File: src/rtl/uart_pkg.sv
// -----------------------------------------------------------------------------
// uart_pkg
//   Shared definitions for the parametrised UART transmitter:
//     - state_t      : 3-bit FSM state encoding
//     - PAR_*        : parity-mode encodings on i_Parity_Mode
//     - calc_parity  : parity bit for a (zero-extended) data word
//   Build option: UART_TX_PARITY_EN adds the PARITY state to the encoding.
// -----------------------------------------------------------------------------
package uart_pkg;

  // Widest data word the transmitter supports; narrower words are
  // zero-extended to this width before the parity reduction.
  localparam int MAX_DATA_BITS = 9;

  typedef enum logic [2:0] {
    ST_IDLE   = 3'd0,
    ST_START  = 3'd1,
    ST_DATA   = 3'd2,
`ifdef UART_TX_PARITY_EN
    ST_PARITY = 3'd3,
`endif
    ST_STOP   = 3'd4
  } state_t;

  // Mode 2'b11 is treated the same as PAR_NONE.
  localparam logic [1:0] PAR_NONE = 2'b00;
  localparam logic [1:0] PAR_EVEN = 2'b01;
  localparam logic [1:0] PAR_ODD  = 2'b10;

  // Even parity = XOR of the data bits; odd parity is its complement.
  // Zero-extension does not change the XOR reduction.
  function automatic logic calc_parity(input logic [MAX_DATA_BITS-1:0] data,
                                       input logic [1:0]               mode);
    return (^data) ^ (mode == PAR_ODD);
  endfunction

endpackage

File: src/rtl/uart_baud_gen.sv
// -----------------------------------------------------------------------------
// uart_baud_gen
//   Bit-time counter. Counts 0..CLKS_PER_BIT-1 and wraps; o_Tick marks the last
//   cycle of each bit period. i_Clear holds the count at zero.
// Ports:
//   i_Clock  in  system clock, rising edge
//   i_Rst_n  in  asynchronous active-low reset
//   i_Clear  in  synchronous clear of the bit-time counter
//   o_Tick   out high while count == CLKS_PER_BIT-1
// -----------------------------------------------------------------------------
module uart_baud_gen #(
  parameter int CLKS_PER_BIT = 87
) (
  input  logic i_Clock,
  input  logic i_Rst_n,
  input  logic i_Clear,
  output logic o_Tick
);

  localparam int CW = $clog2(CLKS_PER_BIT);
  localparam logic [CW-1:0] LAST = CW'(CLKS_PER_BIT - 1);

  logic [CW-1:0] r_count;

  // NOTE: sequential state is updated with non-blocking assignments only, so
  // every flop samples the pre-edge values of its inputs.
  always_ff @(posedge i_Clock or negedge i_Rst_n) begin
    if (!i_Rst_n) begin
      r_count <= '0;
    end else if (i_Clear || o_Tick) begin
      r_count <= '0;
    end else begin
      r_count <= r_count + 1'b1;
    end
  end

  assign o_Tick = (r_count == LAST);

endmodule

File: src/rtl/uart_tx_frame.sv
// -----------------------------------------------------------------------------
// uart_tx_frame
//   Parametrised UART serial transmitter: start bit, DATA_BITS data bits LSB
//   first, optional parity bit, STOP_BITS stop bits. Valid/ready handshake;
//   a held i_TX_DV is accepted in the IDLE cycle where o_TX_Done pulses, so
//   back-to-back frames are separated by exactly one mark cycle.
// Build option:
//   UART_TX_PARITY_EN  defined   : PARITY state built, i_Parity_Mode 01/10
//                                  inserts an even/odd parity bit.
//                      undefined : no parity logic, i_Parity_Mode ignored.
// Parameters:
//   CLKS_PER_BIT (>=2), DATA_BITS (5..9), STOP_BITS (1..2)
// Ports:
//   i_Clock        in   system clock, rising edge
//   i_Rst_n        in   asynchronous active-low reset
//   i_TX_DV        in   byte valid
//   i_TX_Byte      in   data to send, captured on accept
//   i_Parity_Mode  in   00 none, 01 even, 10 odd, 11 none; captured on accept
//   o_TX_Ready     out  high in IDLE
//   o_TX_Active    out  high from the accept edge until the frame ends
//   o_TX_Serial    out  serial line, idle/mark = 1
//   o_TX_Done      out  one-cycle pulse when the frame completes
// -----------------------------------------------------------------------------
module uart_tx_frame
  import uart_pkg::*;
#(
  parameter int CLKS_PER_BIT = 87,
  parameter int DATA_BITS    = 8,
  parameter int STOP_BITS    = 1
) (
  input  logic                 i_Clock,
  input  logic                 i_Rst_n,
  input  logic                 i_TX_DV,
  input  logic [DATA_BITS-1:0] i_TX_Byte,
  input  logic [1:0]           i_Parity_Mode,
  output logic                 o_TX_Ready,
  output logic                 o_TX_Active,
  output logic                 o_TX_Serial,
  output logic                 o_TX_Done
);

  if (CLKS_PER_BIT < 2 || DATA_BITS < 5 || DATA_BITS > 9 ||
      STOP_BITS < 1 || STOP_BITS > 2) begin : g_bad_param
    $error("uart_tx_frame: illegal CLKS_PER_BIT/DATA_BITS/STOP_BITS");
  end

  localparam int IDXW = $clog2(DATA_BITS);
  localparam logic [IDXW-1:0] IDX_LAST  = IDXW'(DATA_BITS - 1);
  localparam logic            STOP_LAST = 1'(STOP_BITS - 1);

  state_t               r_state, w_state_next;
  logic [DATA_BITS-1:0] r_data;
  logic [IDXW-1:0]      r_bit_idx, w_bit_idx_next;
  logic                 r_stop_cnt, w_stop_cnt_next;
  logic                 r_serial, w_serial_next;
  logic                 r_active, w_active_next;
  logic                 r_done, w_done_next;
  logic                 w_accept;
  logic                 w_tick;

  assign w_accept = i_TX_DV && (r_state == ST_IDLE);

  // Counter is held clear throughout IDLE, so every frame starts with a full
  // bit period for the start bit.
  uart_baud_gen #(
    .CLKS_PER_BIT(CLKS_PER_BIT)
  ) u_baud_gen (
    .i_Clock(i_Clock),
    .i_Rst_n(i_Rst_n),
    .i_Clear(r_state == ST_IDLE),
    .o_Tick (w_tick)
  );

`ifdef UART_TX_PARITY_EN
  logic [1:0] r_par_mode;
  logic       w_par_en;
  logic       w_par_bit;

  always_ff @(posedge i_Clock or negedge i_Rst_n) begin
    if (!i_Rst_n) begin
      r_par_mode <= PAR_NONE;
    end else if (w_accept) begin
      r_par_mode <= i_Parity_Mode;
    end
  end

  assign w_par_en  = (r_par_mode == PAR_EVEN) || (r_par_mode == PAR_ODD);
  assign w_par_bit = calc_parity(MAX_DATA_BITS'(r_data), r_par_mode);
`else
  // Parity mode has no function in this build; the port stays for a
  // uniform interface.
  logic w_unused_par_mode;
  assign w_unused_par_mode = ^i_Parity_Mode;
`endif

  always_ff @(posedge i_Clock or negedge i_Rst_n) begin
    if (!i_Rst_n) begin
      r_state    <= ST_IDLE;
      r_data     <= '0;
      r_bit_idx  <= '0;
      r_stop_cnt <= 1'b0;
      r_serial   <= 1'b1;
      r_active   <= 1'b0;
      r_done     <= 1'b0;
    end else begin
      r_state    <= w_state_next;
      r_bit_idx  <= w_bit_idx_next;
      r_stop_cnt <= w_stop_cnt_next;
      r_serial   <= w_serial_next;
      r_active   <= w_active_next;
      r_done     <= w_done_next;
      if (w_accept) begin
        r_data <= i_TX_Byte;
      end
    end
  end

  // Next-state and registered-output logic. The serial value is computed one
  // cycle ahead so that the line changes exactly on the bit boundary edge.
  always_comb begin
    // NOTE: every signal gets a default before the case, so no path leaves a
    // value unassigned and no latch is inferred.
    w_state_next    = r_state;
    w_bit_idx_next  = r_bit_idx;
    w_stop_cnt_next = r_stop_cnt;
    w_serial_next   = r_serial;
    w_active_next   = r_active;
    w_done_next     = 1'b0;

    case (r_state)
      ST_IDLE: begin
        w_serial_next = 1'b1;
        if (w_accept) begin
          w_state_next    = ST_START;
          w_serial_next   = 1'b0;
          w_active_next   = 1'b1;
          w_bit_idx_next  = '0;
          w_stop_cnt_next = 1'b0;
        end
      end

      ST_START: begin
        if (w_tick) begin
          w_state_next   = ST_DATA;
          w_bit_idx_next = '0;
          w_serial_next  = r_data[0];
        end
      end

      ST_DATA: begin
        if (w_tick) begin
          if (r_bit_idx == IDX_LAST) begin
`ifdef UART_TX_PARITY_EN
            if (w_par_en) begin
              w_state_next  = ST_PARITY;
              w_serial_next = w_par_bit;
            end else begin
              w_state_next    = ST_STOP;
              w_serial_next   = 1'b1;
              w_stop_cnt_next = 1'b0;
            end
`else
            w_state_next    = ST_STOP;
            w_serial_next   = 1'b1;
            w_stop_cnt_next = 1'b0;
`endif
          end else begin
            w_bit_idx_next = r_bit_idx + 1'b1;
            w_serial_next  = r_data[w_bit_idx_next];
          end
        end
      end

`ifdef UART_TX_PARITY_EN
      ST_PARITY: begin
        if (w_tick) begin
          w_state_next    = ST_STOP;
          w_serial_next   = 1'b1;
          w_stop_cnt_next = 1'b0;
        end
      end
`endif

      ST_STOP: begin
        w_serial_next = 1'b1;
        if (w_tick) begin
          if (r_stop_cnt == STOP_LAST) begin
            w_state_next  = ST_IDLE;
            w_active_next = 1'b0;
            w_done_next   = 1'b1;
          end else begin
            w_stop_cnt_next = r_stop_cnt + 1'b1;
          end
        end
      end

      default: begin
        w_state_next  = ST_IDLE;
        w_serial_next = 1'b1;
        w_active_next = 1'b0;
      end
    endcase
  end

  assign o_TX_Ready  = (r_state == ST_IDLE);
  assign o_TX_Active = r_active;
  assign o_TX_Serial = r_serial;
  assign o_TX_Done   = r_done;

endmodule

File: config.mk
export PLATFORM = sky130hd
export DESIGN_NAME = uart_tx_frame
export DESIGN_NICKNAME = d
export VERILOG_FILES = /design/src/rtl/uart_pkg.sv /design/src/rtl/uart_baud_gen.sv /design/src/rtl/uart_tx_frame.sv
export SDC_FILE = /design/constraint.sdc
export NUM_CORES = 1
export LEC_CHECK = 0
export CAP_MARGIN = 10
export CORE_MARGIN = 2
export CORE_UTILIZATION = 48
export DETAILED_ROUTE_END_ITERATION = 10
export PLACE_DENSITY = 0.81
export SYNTH_ARGS = -nofsm -noshare
export SYNTH_HDL_FRONTEND = slang
export SYNTH_SLANG_ARGS = --single-unit
File: constraint.sdc
create_clock -name i_Clock -period 2.1 [get_ports i_Clock]
set_clock_uncertainty 0.2 [all_clocks]
set_input_delay 0.525 -clock i_Clock [delete_from_list [all_inputs] [get_ports i_Clock]]
set_output_delay 0.525 -clock i_Clock [all_outputs]
set_load 0.02 [all_outputs]
==> results of run 1 <==
[flip-flops by register name, summed over array words and instances (netlist names)]
| register | cells |
|---|---|
| r_state | 3 |
| o_TX_Active | 1 |
| o_TX_Serial | 1 |
| r_data | 8 |
| o_TX_Done | 1 |
| u_baud_gen.r_count | 7 |
| r_bit_idx | 3 |
[through the flow]
stage | hold slack [ns] | setup slack, ns
3_5_place_dp | 0.295 | -0.0523
6_report | 0.317 | -0.0240
4_1_cts | 0.324 | -0.00757
5_1_grt | 0.344 | -0.0566
2_1_floorplan | 0.0294 | -0.0670
3_3_place_gp | 0.287 | -0.00931
[how the worst min path moves through the flow]
stage	start	endpoint	slack [ns]	cells after the start
finish	u_baud_gen.r_count[0]	u_baud_gen.r_count[0]	0.32	1
global route	i_Rst_n	r_data[0]	0.34	2
CTS	u_baud_gen.r_count[0]	u_baud_gen.r_count[0]	0.32	1
detailed placement	r_data[2]	r_data[2]	0.29	1
global placement	u_baud_gen.r_count[0]	u_baud_gen.r_count[0]	0.29	1
floorplan	i_Rst_n	o_TX_Active	0.03	0
[cell type report]
cell class | instances | area, um2 | area share
clock inverters | 1 | 30.0 | 0.0192
multi-input cells | 79 | 607 | 0.388
clock buffers | 3 | 22.5 | 0.0144
well taps | 30 | 37.5 | 0.0240
repair buffers | 28 | 255 | 0.163
inverters | 3 | 11.3 | 0.00719
flip-flops and latches | 24 | 602 | 0.384
[cell usage in the layout (no fill, tap or decap), types with 2 or more instances in the layout]
cell and instances:
a2111oi_0 2, a21oi_1 3, buf_4 12, clkbuf_4 3
clkdlybuf4s50_1 12, dfrtp_1 23, ha_1 2, inv_1 3
mux2_2 8, mux2i_1 5, nand2_1 6, nand2b_1 4
nand3_1 4, nand3b_1 2, nand4b_1 2, nor2_1 13
nor2b_1 2, o21ai_0 2, xnor2_1 2, xor2_1 3
[worst max-delay path: cells and delay by family, from the launching register on]
kind,cells,cell delay (ns)
AND/OR/NAND/NOR,1,0.37
flip-flops,1,0.42
adder cells (fa/ha/maj),2,0.37
multiplexers,1,0.30
AO/OA/AOI/OAI,2,0.37
[cell families (layout without fill, tap and decap cells)]
group / count (synthesis) / in the layout / share of synthesized area
flops: 24 / 24 / 0.492
mux: 15 / 15 / 0.132
xor+xnor: 5 / 5 / 0.0358
simple gates: 43 / 43 / 0.190
buf+inv: 9 / 35 / 0.0317
fa+ha+maj: 4 / 4 / 0.0409
compound gates: 12 / 12 / 0.0768
[power groups by stage]
stage	Sequential (W)	Clock, W	Combinational [W]
CTS	0.000785	0.000339	0.000573
global route	0.000818	0.000356	0.000651
floorplan	0.000782	0	0.000388
detailed placement	0.000795	0	0.000560
global placement	0.000781	0	0.000533
finish	0.000792	0.000329	0.000584
[routing by layer]
layer	routed length, um	vias up	share of wire
li1	-	441	-
met1	1020	429	0.44
met2	1170	17	0.51
met3	80	4	0.035
met4	38	0	0.017
met5	0	-	0
[what timing repair did]
action                                  4_1_cts  5_1_grt
gates resized for setup                       7        5
setup buffers                                 2        2
endpoints found under the setup margin        5        4
==> qor.csv, run 1 <==
metric,value,unit
syn_nets,129,
switching_share,0.319,
power.share.clock,0.193,
p_per_area,1090,nW/um2
cts_max_level,1,
power_frac_seq,0.464,
crit_start,r_bit_idx[0],
dieArea,2970,um2
firstDrtPassIters,3,
rows,18,
placedCellCount,160,
r2r_cells,6,
hold_viol,0,
power_frac_comb,0.342,
slew-limit-headroom,0.707,
use_met3,0.0328,
syn_area,1220,um2
final_util,0.638,
postSynthCellCount,112,
gr-max-usage-layer,met2,
fin_cells,168,
yosys.area.top_type_share,0.471,
hold_class,reg2reg,
reg2reg_to,r_bit_idx[0],
yosysMostFrequentCell,dfrtp_1,
final_net_count,156,
crit_path_cell_trace,ha_2 > ha_4 > or3b_4 > a211oi_2 > o21ba_4 > mux2_4,
synth_ff_type,dfrtp_1,
routed_wl,2300,um
p_leak,0.688,nW
overflow,0,
io_buffers,14,
violations,setup timing,
drc,0,
routedWlPerCell,13.7,um
final-setup-viol-count,2,
drtAntennaViolNets,0,
crit_path_top_delay_cell,dfrtp_1,
setup_ws,-0.0240,ns
fillers,202,
r2r-start,r_bit_idx[0],
diodes,0,
final.setup.tns,-0.0366,ns
use_met1,0.221,
placed_area,1460,um2
antenna_found_initial,0,
switchingPower,0.000544,W
ctsHoldBuffers,0,
rrSetupSlack,-0.02,ns
gp_congestion,0.744,
crit_end,r_bit_idx[0],
grt_max_degree,25,
cts_tree,yes,
clk_pin_slew,0.13,ns
avgSynthCellArea,10.9,um2
drive_gt1_frac,0.268,
grt_pass1_wl,3760,um
ys_ff_latch,24,
fin_crit_sh,1.01,
ys_seq_area_frac,0.492,
status,"complete, but fails checks",
pin_count,17,
worst-endpoint-required,2.12,ns
maxCapViolCount,0,
root_buffer,clkbuf_4,
place_hpwl,1700,um
drtIter0Drc,5,
yosysUniqueCellTypes,35,
die_w,54.5,um
max_stage_delay,0.42,ns
grt_usage,0.182,
period_needed,2.12,ns
ys_async_sr_fraction,1.00,
synth_edf_count,0,
clock_latency,0.32,ns
synth_area_leaders,"dfrtp_1 (47%), mux2_2 (7.4%), mux2i_1 (4.9%), ha_1 (4.1%), nor2_1 (4.0%)",
fmax,471,MHz
ir_drop,0.792,mV
p_total,0.00171,W
cp.arrival,2.15,ns
final_cell_area,1570,um2
initial_core_util,0.498,
viasPerCell,5.30,
grt_pass1_vias,833,
end_kind,flop,
vias,891,
grtUsageMet2,0.309,
cts_num_sinks,24,
rsz0062_at_grt,yes,
clockBufferDepth,2,
core_area,2450,um2
synth_commonest_cells,"dfrtp_1 (23), nor2_1 (13), mux2_2 (8), mux2i_1 (6), nand2_1 (6)",
post-synth-top-area-cell,dfrtp_1,
numCtsBuffers,3,
start_kind,flop,
die_h,54.5,um
tightest_slew,0.429,ns
worstSetupPathType,reg2reg,
p_int,0.00116,W
syn_to_final_growth,28.0,%
worstPathMaxFanout,2,
yosysWarnings,0,
slew_violations,0,
No activity file was read; power rests on OpenSTA's default activity.
==> run 2, diff against run 1 <==
- CORE_UTILIZATION: 48 -> 50
- clock period: 2.1 -> 2.67 ns (I/O delays scaled with it)
==> qor.csv, run 2 (synthesized netlist as in run 1, its figures left out) <==
metric,value,unit,change
drtIter0Drc,11,,+6
maxCapViolCount,0,,unchanged
power.share.clock,0.131,,-0.062
slew_violations,0,,unchanged
cts_num_sinks,24,,unchanged
end_kind,primary output,,
cts_tree,yes,,
worstPathMaxFanout,11,,+9
rows,17,,-1
fin_crit_sh,0.944,,
switching_share,0.332,,+0.0126
routedWlPerCell,12.8,um,-6.4%
reg.largest.list,"r_data (8), u_baud_gen.r_count (7)",,
slew-limit-headroom,0.732,,+0.0257
rsz0062_at_grt,no,,
grt_usage,0.181,,-0.000822
diodes,0,,unchanged
firstDrtPassIters,4,,+1
worstSetupPathType,reg2out,,
largest_reg_flops,8,,unchanged
drive_gt1_frac,0.157,,-0.111
cts_setup_buffers,0,,-2
gp_congestion,0.770,,+3.4%
clockBufferDepth,2,,unchanged
root_buffer,clkbuf_4,,
regMostFlops,r_data,,
multi_input_area,587,um2,-3.3%
p_per_area,836,nW/um2,-23%
power_frac_seq,0.515,,+0.051
mostFrequentLayoutCell,dfrtp_1,,
antenna_found_initial,0,,unchanged
final.setup.tns,0,ns,+0.0366 ns
final-setup-viol-count,0,,-2
p_int,0.000795,W,-31%
clk_pin_slew,0.11,ns,-0.02 ns
cp.arrival,1.65,ns,-0.50 ns
vias,851,,-4.5%
hold_viol,0,,unchanged
initial_core_util,0.542,,+0.0442
p_leak,0.612,nW,-11%
numCtsBuffers,3,,unchanged
power_frac_comb,0.354,,+0.012
most-common-layout-cells,"dfrtp_1 (23), clkdlybuf4s50_1 (14), nor2_1 (13)",,
syn_to_final_growth,16.5,%,
cts_max_level,1,,unchanged
period_needed,2.52,ns,
core_area,2250,um2,-8.2%
grt_pass1_wl,3800,um,+0.93%
pin_count,17,,unchanged
routed_wl,1990,um,-14%
viasPerCell,5.49,,+3.5%
grt_pass1_vias,912,,+9.5%
worst-endpoint-required,1.80,ns,-0.32 ns
grt_max_degree,25,,unchanged
start_kind,flop,,
ir_drop,0.463,mV,-41%
switchingPower,0.000395,W,-27%
drc,0,,unchanged
final_net_count,145,,-7.1%
fmax,397,MHz,
tightest_slew,0.391,ns,-0.0375 ns
hold_class,reg2reg,,
die_w,53.4,um,-1.9%
drtAntennaViolNets,0,,unchanged
clock_latency,0.30,ns,-0.02 ns
overflow,0,,unchanged
status,"complete, no violations",,
place_hpwl,1500,um,-11%
fillers,197,,-2.5%
dieArea,2860,um2,-3.7%
die_h,53.4,um,-1.9%
io_buffers,14,,unchanged
final_util,0.632,,-0.00609
seqCellArea,602,um2,unchanged
[run 2: final cells by class]
class                   count  area share
multi-input cells          79       0.412
clock buffers               4      0.0185
repair buffers             17       0.114
well taps                  28      0.0246
inverters                   3     0.00791
flip-flops and latches     24       0.423
[run 2: power by group through the flow]
stage | Sequential (W) | Clock, W | Combinational, W
floorplan | 0.000615 | 0 | 0.000305
global placement | 0.000614 | 0 | 0.000407
detailed placement | 0.000620 | 0 | 0.000427
CTS | 0.000613 | 0.000166 | 0.000428
global route | 0.000639 | 0.000179 | 0.000482
finish | 0.000613 | 0.000156 | 0.000421
[run 2: worst paths after layout]
kind	start	to	slack, ns	cells past startpoint
worst max-delay path	r_state[2]	o_TX_Ready	0.15	2
worst min-delay path	r_data[2]	r_data[2]	0.32	1
worst max register to register	r_bit_idx[0]	r_bit_idx[0]	0.38	6
worst min register to register	r_data[2]	r_data[2]	0.32	1
max in group asynchronous	i_Rst_n	o_TX_Serial	1.48	2
min in group asynchronous	i_Rst_n	o_TX_Active	0.50	2
[run 2: what timing repair did]
action,4_1_cts,5_1_grt
setup endpoints to repair,0,1
hold buffers,0,0
resized for setup,0,1
[run 2: metal layers]
| layer | track usage | vias to the layer above | wire [um] |
|---|---|---|---|
| met2 | 0.315 | 15 | 958 |
| met3 | 0.0339 | 2 | 81 |
| met1 | 0.222 | 418 | 935 |
| li1 | - | 416 | - |
| met4 | 0.0598 | 0 | 13 |
| met5 | 0 | - | 0 |
[run 2: per-stage QoR]
stage | power (W) | hold WS (ns) | setup WS, ns | cells | instance area [um2]
4_1_cts | 0.00121 | 0.325 | 0.0501 | 155 | 1420
2_1_floorplan | 0.000920 | 0.172 | 0.503 | 112 | 1220
3_3_place_gp | 0.00102 | 0.286 | 0.397 | 151 | 1390
3_5_place_dp | 0.00105 | 0.296 | 0.379 | 151 | 1390
5_1_grt | 0.00130 | 0.348 | 0.0514 | 155 | 1420
6_report | 0.00119 | 0.318 | 0.151 | 155 | 1420
[run 2: worst max-delay path: stages (launching register included)]
cell	delay, ns
dfrtp_1	0.50
nor3_2	0.21
clkdlybuf4s50_1	0.64
==> run 3, diff against run 2 <==
- HOLD_SLACK_MARGIN: not set -> 0.03
==> results of run 3 <==
The final DEF is identical to that of run 2; final timing and power are the same.
